**src/rtl/game_pkg.sv**
```systemverilog
// Shared encodings for the duck runner game controller: FSM states and BCD
// score geometry.
package game_pkg;

  typedef enum logic [1:0] {
    ST_IDLE  = 2'd0,
    ST_RUN   = 2'd1,
    ST_PAUSE = 2'd2,
    ST_OVER  = 2'd3
  } game_state_t;

  localparam int BCD_W      = 4;
  localparam int NUM_DIGITS = 4;
  localparam logic [BCD_W*NUM_DIGITS-1:0] BCD_MAX = 16'h9999;

endpackage

```
**src/rtl/game_sequencer_if.sv**
```systemverilog
// Bundle between the game sequencer and its neighbours: debounced buttons,
// frame timing and collision in; game state, pacing and scores out.
interface game_sequencer_if #(
  parameter int SPDW = 4
);
  logic            frame_tick;
  logic            start_pulse;
  logic            pause_pulse;
  logic            collision;
  logic [1:0]      state;
  logic            run;
  logic            frame_step;
  logic            core_rst;
  logic [SPDW-1:0] speed;
  logic [15:0]     score_bcd;
  logic [15:0]     hi_bcd;

  modport master (
    output frame_tick, start_pulse, pause_pulse, collision,
    input  state, run, frame_step, core_rst, speed, score_bcd, hi_bcd
  );

  modport slave (
    input  frame_tick, start_pulse, pause_pulse, collision,
    output state, run, frame_step, core_rst, speed, score_bcd, hi_bcd
  );
endinterface

```
**src/rtl/game_sequencer_bcd_counter4.sv**
```systemverilog
// Four-digit packed BCD up-counter that saturates at 9999 and strobes
// hundreds_carry in the cycle an increment rolls xx99 over to (x+1)00.
module bcd_counter4
  import game_pkg::*;
(
  input  logic                        board_clk,
  input  logic                        Reset,
  input  logic                        clr,
  input  logic                        inc,
  output logic [BCD_W*NUM_DIGITS-1:0] value,
  output logic                        hundreds_carry
);

  logic [BCD_W*NUM_DIGITS-1:0] value_r;
  logic [BCD_W*NUM_DIGITS-1:0] next_s;
  logic                        carry_s;
  logic                        at_max_s;

  // Ripple a +1 through the digits, least significant first
  always_comb begin
    next_s  = value_r;
    carry_s = 1'b1;
    for (int i = 0; i < NUM_DIGITS; i++) begin
      if (!carry_s) begin
        next_s[i*BCD_W +: BCD_W] = value_r[i*BCD_W +: BCD_W];
      end else if (value_r[i*BCD_W +: BCD_W] == 4'd9) begin
        next_s[i*BCD_W +: BCD_W] = 4'd0;
      end else begin
        next_s[i*BCD_W +: BCD_W] = value_r[i*BCD_W +: BCD_W] + 4'd1;
        carry_s                  = 1'b0;
      end
    end
  end

  assign at_max_s = (value_r == BCD_MAX);

  // Combinational strobe so the consumer can update in the same edge as the value
  assign hundreds_carry = inc & ~clr & ~at_max_s & (value_r[7:0] == 8'h99);

  // Count register: clear wins, increments stop at 9999
  always_ff @(posedge board_clk or posedge Reset) begin
    if (Reset) begin
      value_r <= 16'h0000;
    end else if (clr) begin
      value_r <= 16'h0000;
    end else if (inc && !at_max_s) begin
      value_r <= next_s;
    end else begin
      value_r <= value_r;
    end
  end

  assign value = value_r;

endmodule

```
**src/rtl/game_sequencer.sv**
```systemverilog
// Play/pause/game-over controller for the duck runner: gates per-frame core
// advance, keeps BCD score and high score, and paces obstacle speed.
module game_sequencer
  import game_pkg::*;
#(
  parameter int SPEED_INIT   = 2,
  parameter int SPEED_MAX    = 8,
  parameter int SCORE_DIV    = 6,
  parameter int DEATH_FRAMES = 90,
  parameter int SPDW         = 4
) (
  input  logic              board_clk,
  input  logic              Reset,
  game_sequencer_if.slave   bus
);

  localparam int FCW = (SCORE_DIV > 1) ? $clog2(SCORE_DIV) : 1;
  localparam int LKW = $clog2(DEATH_FRAMES + 1);
  localparam logic [FCW-1:0]  FCNT_LAST = FCW'(SCORE_DIV - 1);
  localparam logic [LKW-1:0]  LOCK_LOAD = LKW'(DEATH_FRAMES);
  localparam logic [SPDW-1:0] SPD_INIT  = SPDW'(SPEED_INIT);
  localparam logic [SPDW-1:0] SPD_MAX   = SPDW'(SPEED_MAX);

  game_state_t     state_r, state_nx_s;
  logic            run_r, frame_step_r, core_rst_r;
  logic            run_nx_s, frame_step_nx_s, core_rst_nx_s;
  logic [SPDW-1:0] speed_r;
  logic [15:0]     hi_r;
  logic [15:0]     score_s;
  logic            carry_s;
  logic [FCW-1:0]  fcnt_r;
  logic [LKW-1:0]  lock_r;
  logic            coll_seen_r;
  logic            tick_run_s, pend_s, die_s, adv_s, start_ok_s, score_inc_s;

  // A collision in the same cycle as the tick still counts for that frame
  assign tick_run_s  = (state_r == ST_RUN) & bus.frame_tick;
  assign pend_s      = coll_seen_r | bus.collision;
  assign die_s       = tick_run_s & pend_s;
  assign adv_s       = tick_run_s & ~pend_s;
  assign start_ok_s  = bus.start_pulse &
                       ((state_r == ST_IDLE) |
                        ((state_r == ST_OVER) & (lock_r == {LKW{1'b0}})));
  assign score_inc_s = adv_s & (fcnt_r == FCNT_LAST);

  bcd_counter4 u_score (
    .board_clk      (board_clk),
    .Reset          (Reset),
    .clr            (start_ok_s),
    .inc            (score_inc_s),
    .value          (score_s),
    .hundreds_carry (carry_s)
  );

  // State register
  always_ff @(posedge board_clk or posedge Reset) begin
    if (Reset) begin
      state_r <= ST_IDLE;
    end else begin
      state_r <= state_nx_s;
    end
  end

  // Next-state logic; on a tick in RUN the frame is resolved before pausing
  always_comb begin
    state_nx_s = state_r;
    case (state_r)
      ST_IDLE:  state_nx_s = start_ok_s ? ST_RUN : ST_IDLE;
      ST_RUN: begin
        if (die_s) begin
          state_nx_s = ST_OVER;
        end else if (bus.pause_pulse) begin
          state_nx_s = ST_PAUSE;
        end else begin
          state_nx_s = ST_RUN;
        end
      end
      ST_PAUSE: state_nx_s = bus.pause_pulse ? ST_RUN : ST_PAUSE;
      ST_OVER:  state_nx_s = start_ok_s ? ST_RUN : ST_OVER;
      default:  state_nx_s = ST_IDLE;
    endcase
  end

  // Output decode, registered below
  always_comb begin
    run_nx_s        = (state_nx_s == ST_RUN);
    frame_step_nx_s = adv_s;
    core_rst_nx_s   = start_ok_s;
  end

  // Output pulses, frame counter, lockout, collision latch, speed and high score
  always_ff @(posedge board_clk or posedge Reset) begin
    if (Reset) begin
      run_r        <= 1'b0;
      frame_step_r <= 1'b0;
      core_rst_r   <= 1'b0;
      fcnt_r       <= {FCW{1'b0}};
      lock_r       <= {LKW{1'b0}};
      coll_seen_r  <= 1'b0;
      speed_r      <= SPD_INIT;
      hi_r         <= 16'h0000;
    end else begin
      run_r        <= run_nx_s;
      frame_step_r <= frame_step_nx_s;
      core_rst_r   <= core_rst_nx_s;

      if (start_ok_s) begin
        fcnt_r <= {FCW{1'b0}};
      end else if (adv_s) begin
        fcnt_r <= (fcnt_r == FCNT_LAST) ? {FCW{1'b0}} : fcnt_r + FCW'(1);
      end else begin
        fcnt_r <= fcnt_r;
      end

      if (die_s) begin
        lock_r <= LOCK_LOAD;
      end else if ((state_r == ST_OVER) && bus.frame_tick && (lock_r != {LKW{1'b0}})) begin
        lock_r <= lock_r - LKW'(1);
      end else begin
        lock_r <= lock_r;
      end

      if (start_ok_s || tick_run_s) begin
        coll_seen_r <= 1'b0;
      end else if ((state_r == ST_RUN) && bus.collision) begin
        coll_seen_r <= 1'b1;
      end else begin
        coll_seen_r <= coll_seen_r;
      end

      if (start_ok_s) begin
        speed_r <= SPD_INIT;
      end else if (carry_s && (speed_r < SPD_MAX)) begin
        speed_r <= speed_r + SPDW'(1);
      end else begin
        speed_r <= speed_r;
      end

      if (die_s && (score_s > hi_r)) begin
        hi_r <= score_s;
      end else begin
        hi_r <= hi_r;
      end
    end
  end

  assign bus.state      = state_r;
  assign bus.run        = run_r;
  assign bus.frame_step = frame_step_r;
  assign bus.core_rst   = core_rst_r;
  assign bus.speed      = speed_r;
  assign bus.score_bcd  = score_s;
  assign bus.hi_bcd     = hi_r;

endmodule
```
**src/flat_wrapper.sv**
```systemverilog
// flat-port wrapper written by rule: the top's interface ports become plain ports
module game_sequencer_flat import game_pkg::*;
#(
  parameter int SPEED_INIT   = 2,
  parameter int SPEED_MAX    = 8,
  parameter int SCORE_DIV    = 6,
  parameter int DEATH_FRAMES = 90,
  parameter int SPDW         = 4
)
  (board_clk, Reset, bus_frame_tick, bus_start_pulse, bus_pause_pulse, bus_collision, bus_state, bus_run, bus_frame_step, bus_core_rst, bus_speed, bus_score_bcd, bus_hi_bcd);
  game_sequencer_if #(.SPDW(SPDW)) bus_i ();
  input  logic board_clk;
  input  logic Reset;
  input wire logic [$bits(bus_i.frame_tick)-1:0] bus_frame_tick;
  input wire logic [$bits(bus_i.start_pulse)-1:0] bus_start_pulse;
  input wire logic [$bits(bus_i.pause_pulse)-1:0] bus_pause_pulse;
  input wire logic [$bits(bus_i.collision)-1:0] bus_collision;
  output wire logic [$bits(bus_i.state)-1:0] bus_state;
  output wire logic [$bits(bus_i.run)-1:0] bus_run;
  output wire logic [$bits(bus_i.frame_step)-1:0] bus_frame_step;
  output wire logic [$bits(bus_i.core_rst)-1:0] bus_core_rst;
  output wire logic [$bits(bus_i.speed)-1:0] bus_speed;
  output wire logic [$bits(bus_i.score_bcd)-1:0] bus_score_bcd;
  output wire logic [$bits(bus_i.hi_bcd)-1:0] bus_hi_bcd;
  assign bus_i.frame_tick = bus_frame_tick;
  assign bus_i.start_pulse = bus_start_pulse;
  assign bus_i.pause_pulse = bus_pause_pulse;
  assign bus_i.collision = bus_collision;
  assign bus_state = bus_i.state;
  assign bus_run = bus_i.run;
  assign bus_frame_step = bus_i.frame_step;
  assign bus_core_rst = bus_i.core_rst;
  assign bus_speed = bus_i.speed;
  assign bus_score_bcd = bus_i.score_bcd;
  assign bus_hi_bcd = bus_i.hi_bcd;
  game_sequencer #(.SPEED_INIT(SPEED_INIT), .SPEED_MAX(SPEED_MAX), .SCORE_DIV(SCORE_DIV), .DEATH_FRAMES(DEATH_FRAMES), .SPDW(SPDW)) u_core (.board_clk(board_clk), .Reset(Reset), .bus(bus_i));
endmodule
```
**config.mk**
```make
export PLATFORM = sky130hd
export DESIGN_NAME = game_sequencer_flat
export DESIGN_NICKNAME = d
export VERILOG_FILES = /design/src/rtl/game_pkg.sv /design/src/rtl/game_sequencer_if.sv /design/src/rtl/game_sequencer_bcd_counter4.sv /design/src/rtl/game_sequencer.sv /design/src/flat_wrapper.sv
export SDC_FILE = /design/constraint.sdc
export NUM_CORES = 1
export LEC_CHECK = 0
export BUFFER_PORTS_ARGS = -buffer_cell sky130_fd_sc_hd__clkbuf_2
export CORE_AREA = 2 2 101 103
export DETAILED_ROUTE_END_ITERATION = 10
export DIE_AREA = 0 0 103 105
export SETUP_SLACK_MARGIN = 0.05
export SLEW_MARGIN = 20
export SYNTH_ARGS = -nofsm -noshare
export SYNTH_HDL_FRONTEND = slang
export SYNTH_SLANG_ARGS = --single-unit
```
**constraint.sdc**
```tcl
create_clock -name board_clk -period 2.5 [get_ports board_clk]
set_input_delay 0.375 -clock board_clk [delete_from_list [all_inputs] [get_ports board_clk]]
set_output_delay 0.375 -clock board_clk [all_outputs]
set_load 0.01 [all_outputs]
```
==> results of run 1 <==
## per-stage QoR
stage / hold slack [ns] / worst slack [ns] / instance area (µm²)
CTS: 0.1732 / 0.08465 / 3746
global route: 0.1945 / 0.09141 / 3757
finish: 0.1494 / 0.2257 / 3757
floorplan: 0.4687 / 0.08234 / 3136
detailed placement: 0.4972 / -0.001795 / 3667
global placement: 0.4920 / 0.2124 / 3667
## state kept, by name (all words and copies together), names as in the netlist
register	cells
u_core.bus.hi_bcd	16
u_core.bus.speed	4
u_core.bus.run	1
u_core.bus.state	2
u_core.fcnt_r	3
u_core.lock_r	7
u_core.u_score.value	16
u_core.bus.frame_step	1
u_core.bus.core_rst	1
u_core.coll_seen_r	1
## how the worst min path moves through the flow
stage | end | slack, ns | cells after the start
2_1_floorplan | u_core.bus.frame_step$_DFF_PP0_ | 0.47 | 1
3_3_place_gp | u_core.lock_r[6]$_DFFE_PP0P_ | 0.49 | 2
3_5_place_dp | u_core.lock_r[6]$_DFFE_PP0P_ | 0.50 | 2
4_1_cts | u_core.u_score.value[3]$_DFFE_PP0P_ | 0.17 | 2
5_1_grt | u_core.u_score.value[3]$_DFFE_PP0P_ | 0.19 | 2
6_report | u_core.bus.hi_bcd[1]$_DFFE_PP0P_ | 0.15 | 2
## synth_stat cells, types with 4 or more instances
library cell and number:
inv_1 32, xnor2_1 6, nor2_1 32, nand2_1 46, dfrtp_1 51, nor4_1 4
nand4_1 20, ha_1 27, o211ai_1 11, o311ai_0 6, a21oi_1 23, or3_1 9
o21ai_0 14, nor2b_1 4, or4_1 8, clkbuf_1 12, nor3_1 8, nand3_1 11
nand2b_1 4
## layer usage
layer,global-route usage (%),part of all wire [%]
met2,24.77,48
met3,2.943,4.5
met4,3.571,0.62
met1,21.59,47
met5,0,0
## final cells by class
class / instances / area (µm²)
Clock buffer: 6 / 72.57
Clock inverter: 1 / 5.005
Fill cell: 1031 / 5882
Inverter: 32 / 120.1
Multi-Input combinational cell: 262 / 1662
Sequential cell: 52 / 1304
Tap cell: 133 / 166.4
Timing Repair Buffer: 69 / 427.9
## what timing repair did
action	CTS	global route
setup buffers	0	0
resized for setup	1	7
setup endpoints to repair	6	9
gates cloned	0	0
pin swaps	0	1
## cell families after synthesis
logic type | Yosys count | synth area share, %
compound gates | 65 | 12.65
xor+xnor | 8 | 2.235
fa+ha+maj | 27 | 10.77
buf+inv | 47 | 5.826
flops | 52 | 41.54
mux | 3 | 0.9577
simple gates | 159 | 26.02
## power breakdown
group          internal, mW  switching [mW]  leakage, nW
sequential            0.968          0.0952        0.606
combinational         0.238           0.311         1.28
clock                 0.191           0.268       0.0410
total                  1.40           0.673         1.93
==> metrics.md, run 1 <==
| Metric | Value |
|---|---|
| RR Startpoint | u_core.u_score.value[5]$_DFFE_PP0P_ |
| Total Negative Setup Slacks | 0 ns |
| DRC viols | 0 |
| Vias in the first global route | 2723 |
| Post-synth top area share | 40.70% |
| Syn Area/Cell | 8.686 µm² |
| Pwr Total | 2.071 mW |
| Synth cell types | 40 |
| Most frequent cells in the layout | dfrtp_1, nand2_1, clkbuf_2 |
| Die W | 103 µm |
| WL final | 7.730 mm |
| Synthesis-to-layout area growth | 19.83% |
| Die H | 105 µm |
| HP Class | primary input to async pin |
| DRC marker count from the first detailed-route iteration | 140 |
| Setup crit start kind | flip-flop |
| Slowest stage delay, CP | 0.54 ns |
| Final setup fails | 0 |
| Overflow after GRT | 0 |
| Synth Cell Area | 0.003136 mm² |
| Final hold vios | 0 |
| Syn nets | 394 |
| Critical path type | flip-flop to flip-flop |
| Final Slew Violations | 0 |
| Finished Core Util | 38.98% |
| Placed cells | 548 |
| Leak pwr | 1.926 nW |
| # diodes | 0 |
| CP Capture Type | flip-flop |
| Core Region | 0.009639 mm² |
| Sink Count | 52 |
| Routed length per placed instance | 13.93 µm |
| CP endpoint | u_core.u_score.value[14]$_DFFE_PP0P_ |
| Non-Filler Instances | 555 |
| Die area | 0.01082 mm² |
| Power per Cell Area | 551.2 mW/mm² |
| Final clock skew | 0.01295 ns |
| Peak supply drop | 302.3 µV |
| CTS tree | done |
| H-tree depth | 2 |
| Post-synth ARST share | 100.0% |
| Max-cap violations | 0 |
| Post-DRT Antenna Nets | 0 |
| CP delay by family, top | simple AND/OR/NAND/NOR gates |
| Slew @ Worst Pin | 0.6638 ns |
| Most common cell after layout, fill and taps aside | dfrtp_1 |
| Critical Path Start | u_core.u_score.value[5]$_DFFE_PP0P_ |
| Dominant cell type by area after synthesis | dfrtp_1 |
| Vias | 2782 |
| Top FF cell, synth | dfrtp_1 |
| R2r worst-path depth | 7 |
| Post-synth EDFFs | 0 |
| I/O Buffers | 46 |
| RSZ-0062 raised after global routing | no |
| Fin crit period | 2.274 ns |
| Status | finished, final reports clean |
| Num rows | 36 |
| First-pass GRT wire length | 13.50 mm |
| Yosys warning total | 0 |
| Cells after Synth | 361 |
| Ranking of synthesized cells by area | dfrtp_1, ha_1, nand2_1, nand4_1, inv_1 |
| R2R setup slack | 0.23 ns |
| Max-Slew Margin vs Limit | 55.68% |
| Clk Latency, worst-skew pair | 0.30 ns |
| Final net count | 455 |
| Post-CTS Hold Fix Bufs | 0 |
| Seq/Total Area, Yosys | 41.54% |
| CP Depth | 7 |
| Drt via density | 5.013 |
| Largest fanout on the critical path | 6 |
| CTS max path bufs | 2 |
| Pre-antenna DRT Iters | 4 |
| Buf/Inv on CP | 1 |
| Crit path arrival time | 2.50 ns |
| CP cell instances | inv_1 -> ha_1 -> and3b_2 -> nand2_1 -> or4_1 -> or4b_1 -> a21oi_1 |
| Max Fclk | 439.7 MHz |
| IO Pins | 47 |
| Layout cell share with drive strength beyond 1 | 20.14% |
| Pin count of the biggest net entering global routing | 30 |
| Clk root buf | clkbuf_8 |
| Final period util | 90.97% |
| Global Route Usage Sum | 15.51% |
| Worst path required time | 2.72 ns |
| Clk slew on worst S/H paths | 0.10 ns |
| DP HPWL | 5.739 mm |
| CTS buffer count | 5 |
| GPL Wtd Cong | 0.8730 |
| Initial Util | 32.53% |
| R2R Path End | u_core.u_score.value[14]$_DFFE_PP0P_ |
| Slowest stage cell, crit path | or4_1 |
| Initial antenna violation count | 0 |
| Yosys reg bits | 52 |
Note: power is estimated with default switching activity, not from simulation.
==> run 2: changes to the inputs <==
--- a/config.mk
+++ b/config.mk
@@ -5,10 +5,11 @@
 export SDC_FILE = /design/constraint.sdc
 export NUM_CORES = 1
 export LEC_CHECK = 0
+export ABC_AREA = 1
 export BUFFER_PORTS_ARGS = -buffer_cell sky130_fd_sc_hd__clkbuf_2
-export CORE_AREA = 2 2 101 103
+export CORE_AREA = 2 2 102 104
 export DETAILED_ROUTE_END_ITERATION = 10
-export DIE_AREA = 0 0 103 105
+export DIE_AREA = 0 0 104 106
 export SETUP_SLACK_MARGIN = 0.05
 export SLEW_MARGIN = 20
 export SYNTH_ARGS = -nofsm -noshare
==> run 2 against run 1 <==
Net effect: sequential power grew 6%; clock-buffer cell count is the same; largest power group unchanged; first-iteration DRC count shrank 51%; via count shrank 6.4%; combinational power grew 89%; clock power grew 29%; highest routed layer unchanged; clock skew shrank 0.0076 ns; total power grew 33%; non-clock buffer count shrank 16; routed wire length shrank 11%; sequential share of layout area grew 0.22 points; utilization shrank 1.7 points.
==> metrics.md, run 2 <==
| Metric | Value |
|---|---|
| Fin crit period | 2.057 ns |
| Die W | 104 µm |
| Post-synth EDFFs | 0 |
| PostCTS Resize Cnt | 0 |
| Non-Filler Instances | 569 |
| CP Capture Type | flip-flop |
| Final period util | 82.29% |
| CTS buffer count | 5 |
| P_int | 1.622 mW |
| Power per Cell Area | 737.5 mW/mm² |
| HP Class | primary input to async pin |
| Synth Cell Area | 0.003206 mm² |
| Die H | 106 µm |
| Drt via density | 4.576 |
| Yosys reg bits | 52 |
| Final net count | 465 |
| First-pass GRT wire length | 12.02 mm |
| Initial antenna violation count | 0 |
| Worst path required time | 2.73 ns |
| Ranking of synthesized cells by area | dfrtp_1, ha_1, nand2_1, nand3_1, inv_1 |
| Largest fanout on the critical path | 22 |
| Combinational share of power | 37.9% |
| Worst Hold Slack | 0.1915 ns |
| Register area | 0.001303 mm² |
| RSZ-0062 raised after global routing | no |
| Leak pwr | 1.981 nW |
| Clk Latency, worst-skew pair | 0.31 ns |
| Num rows | 37 |
| DRC marker count from the first detailed-route iteration | 68 |
| Cell Area, Placed | 0.003618 mm² |
| DP HPWL | 5.280 mm |
| Cells after Synth | 377 |
| Post-route cell area | 0.003730 mm² |
| Vias | 2604 |
| Syn Area/Cell | 8.503 µm² |
| Yosys warning total | 0 |
| Setup crit start kind | flip-flop |
| Global Route Usage Sum | 13.24% |
| WL final | 6.842 mm |
| Clk slew on worst S/H paths | 0.10 ns |
| Final hold vios | 0 |
| Post-CTS Hold Fix Bufs | 0 |
| Die area | 0.01102 mm² |
| Status | finished, final reports clean |
| Peak supply drop | 389.3 µV |
| Most frequent cells in the layout | nand2_1, dfrtp_1, clkbuf_2 |
| Clk root buf | clkbuf_8 |
| Seq/Total Area, Yosys | 40.63% |
| Final clock skew | 0.005346 ns |
| Syn nets | 410 |
| Pwr Total | 2.751 mW |
| R2r worst-path depth | 7 |
| Max-cap violations | 0 |
| Register share of total power | 40.6% |
| Placed cells | 561 |
| Post-CTS Setup Bufs | 0 |
| Synthesis-to-layout area growth | 16.35% |
| Layout cell share with drive strength beyond 1 | 23.56% |
| Initial Util | 32.06% |
| Post-DRT Antenna Nets | 0 |
| Area occupied by multi-input gates | 0.001629 mm² |
| # fillers | 1067 |
| Slew @ Worst Pin | 0.8839 ns |
| Post-synth top area share | 39.81% |
| Critical path type | flip-flop to flip-flop |
| IO Pins | 47 |
| Most common cell in the netlist | nand2_1 |
| Net switching power | 1.129 mW |
| Dominant cell type by area after synthesis | dfrtp_1 |
| Post-synth ARST share | 100.0% |
| Core Region | 0.01000 mm² |
| Final setup fails | 0 |
| CTS max path bufs | 2 |
| Clock power frac | 21.5% |
| Total Negative Setup Slacks | 0 ns |
| CTS tree | done |
| Most common cell after layout, fill and taps aside | nand2_1 |
| Pre-antenna DRT Iters | 4 |
| Max-Slew Margin vs Limit | 41.01% |
| Top FF cell, synth | dfrtp_1 |
| Vias in the first global route | 2604 |
| GPL Wtd Cong | 0.8001 |
| I/O Buffers | 46 |
| Max Fclk | 486.1 MHz |
| Sink Count | 52 |
| H-tree depth | 2 |
| Synth cell types | 42 |
| Final Slew Violations | 0 |
| Overflow after GRT | 0 |
| Switching share of power | 41.03% |
| Routed length per placed instance | 12.02 µm |
| # diodes | 0 |
| Crit path arrival time | 2.29 ns |
| Top cells by count, synth | nand2_1, dfrtp_1, inv_1, nand3_1, ha_1 |
| DRC viols | 0 |
| Pin count of the biggest net entering global routing | 37 |
[run 2: changes by cell type in the layout (fill, tap and decap cells not counted), sizes merged, moves of 8 or more]
cell    previous run  this run
o211ai            11         3
buf               23         7
or3                9         0
inv               32        57
or4                8         0
nand3             11        40
a21oi             23        10
nand2             46        91
[run 2: final timing paths]
check	end	startpoint	slack, ns
worst max-delay path	u_core.fcnt_r[0]$_DFFE_PP0P_	u_core.lock_r[0]$_DFFE_PP0P_	0.44
worst min-delay path	u_core.u_score.value[9]$_DFFE_PP0P_	Reset	0.19
worst max register to register	u_core.fcnt_r[0]$_DFFE_PP0P_	u_core.lock_r[0]$_DFFE_PP0P_	0.44
worst min register to register	u_core.lock_r[3]$_DFFE_PP0P_	u_core.lock_r[3]$_DFFE_PP0P_	0.49
max in group asynchronous	u_core.bus.hi_bcd[6]$_DFFE_PP0P_	Reset	1.67
min in group board_clk	u_core.bus.state[0]$_DFF_PP0_	bus_pause_pulse	0.41
[run 2: routing by layer]
metal	track usage (%)	part of all wire [%]	vias up
li1	-	-	1330
met1	17.49	48	1215
met2	22.70	47	52
met3	2.391	4.1	7
met4	2.896	0.88	0
met5	0	0	-
[run 2: cells by family (layout without fill, tap and decap cells)]
| logic type | count (synthesis) | count (layout) | synth area share [%] |
|---|---|---|---|
| xor gates and xnor gates | 11 | 11 | 3.006 |
| adders and majority gates | 27 | 27 | 10.54 |
| muxes | 1 | 1 | 0.3123 |
| and+or+nand+nor | 185 | 185 | 29.55 |
| DFF | 52 | 52 | 40.63 |
| AOI/OAI and AO/OA | 37 | 37 | 7.417 |
| buffers and inverters | 64 | 120 | 8.549 |
[run 2: through the flow]
| stage | utilization, % | setup slack [ns] |
|---|---|---|
| after CTS | 37.30 | 0.4107 |
| after global placement | 36.19 | 0.4887 |
| after detailed placement | 36.19 | 0.4277 |
| after floorplan | - | 0.8324 |
| after global routing | 37.30 | 0.2002 |
| final | 37.30 | 0.4426 |
[run 2: critical path: stages (launching register included)]
cell	delay (ns)
dfrtp_1	0.36
inv_1	0.08
ha_1	0.20
nand3_1	0.15
nor2_2	0.06
nor2_2	0.67
o21ai_0	0.27
a21oi_1	0.18
[run 2: power groups by stage]
stage	logic [mW]	clock network [mW]	registers, mW
6_report	1.04	0.590	1.12
5_1_grt	1.20	0.646	1.14
4_1_cts	1.06	0.610	1.12
3_5_place_dp	1.06	0	1.14
3_3_place_gp	1.04	0	1.13
2_1_floorplan	0.787	0	1.15
[run 2: cell type report]
class	instances	area share (%)
clock buffers	6	1.946
clock inverters	2	1.040
inverters	59	6.273
multi-input cells	261	43.68
flip-flops and latches	52	34.92
well taps	136	4.562
repair buffers	53	7.581
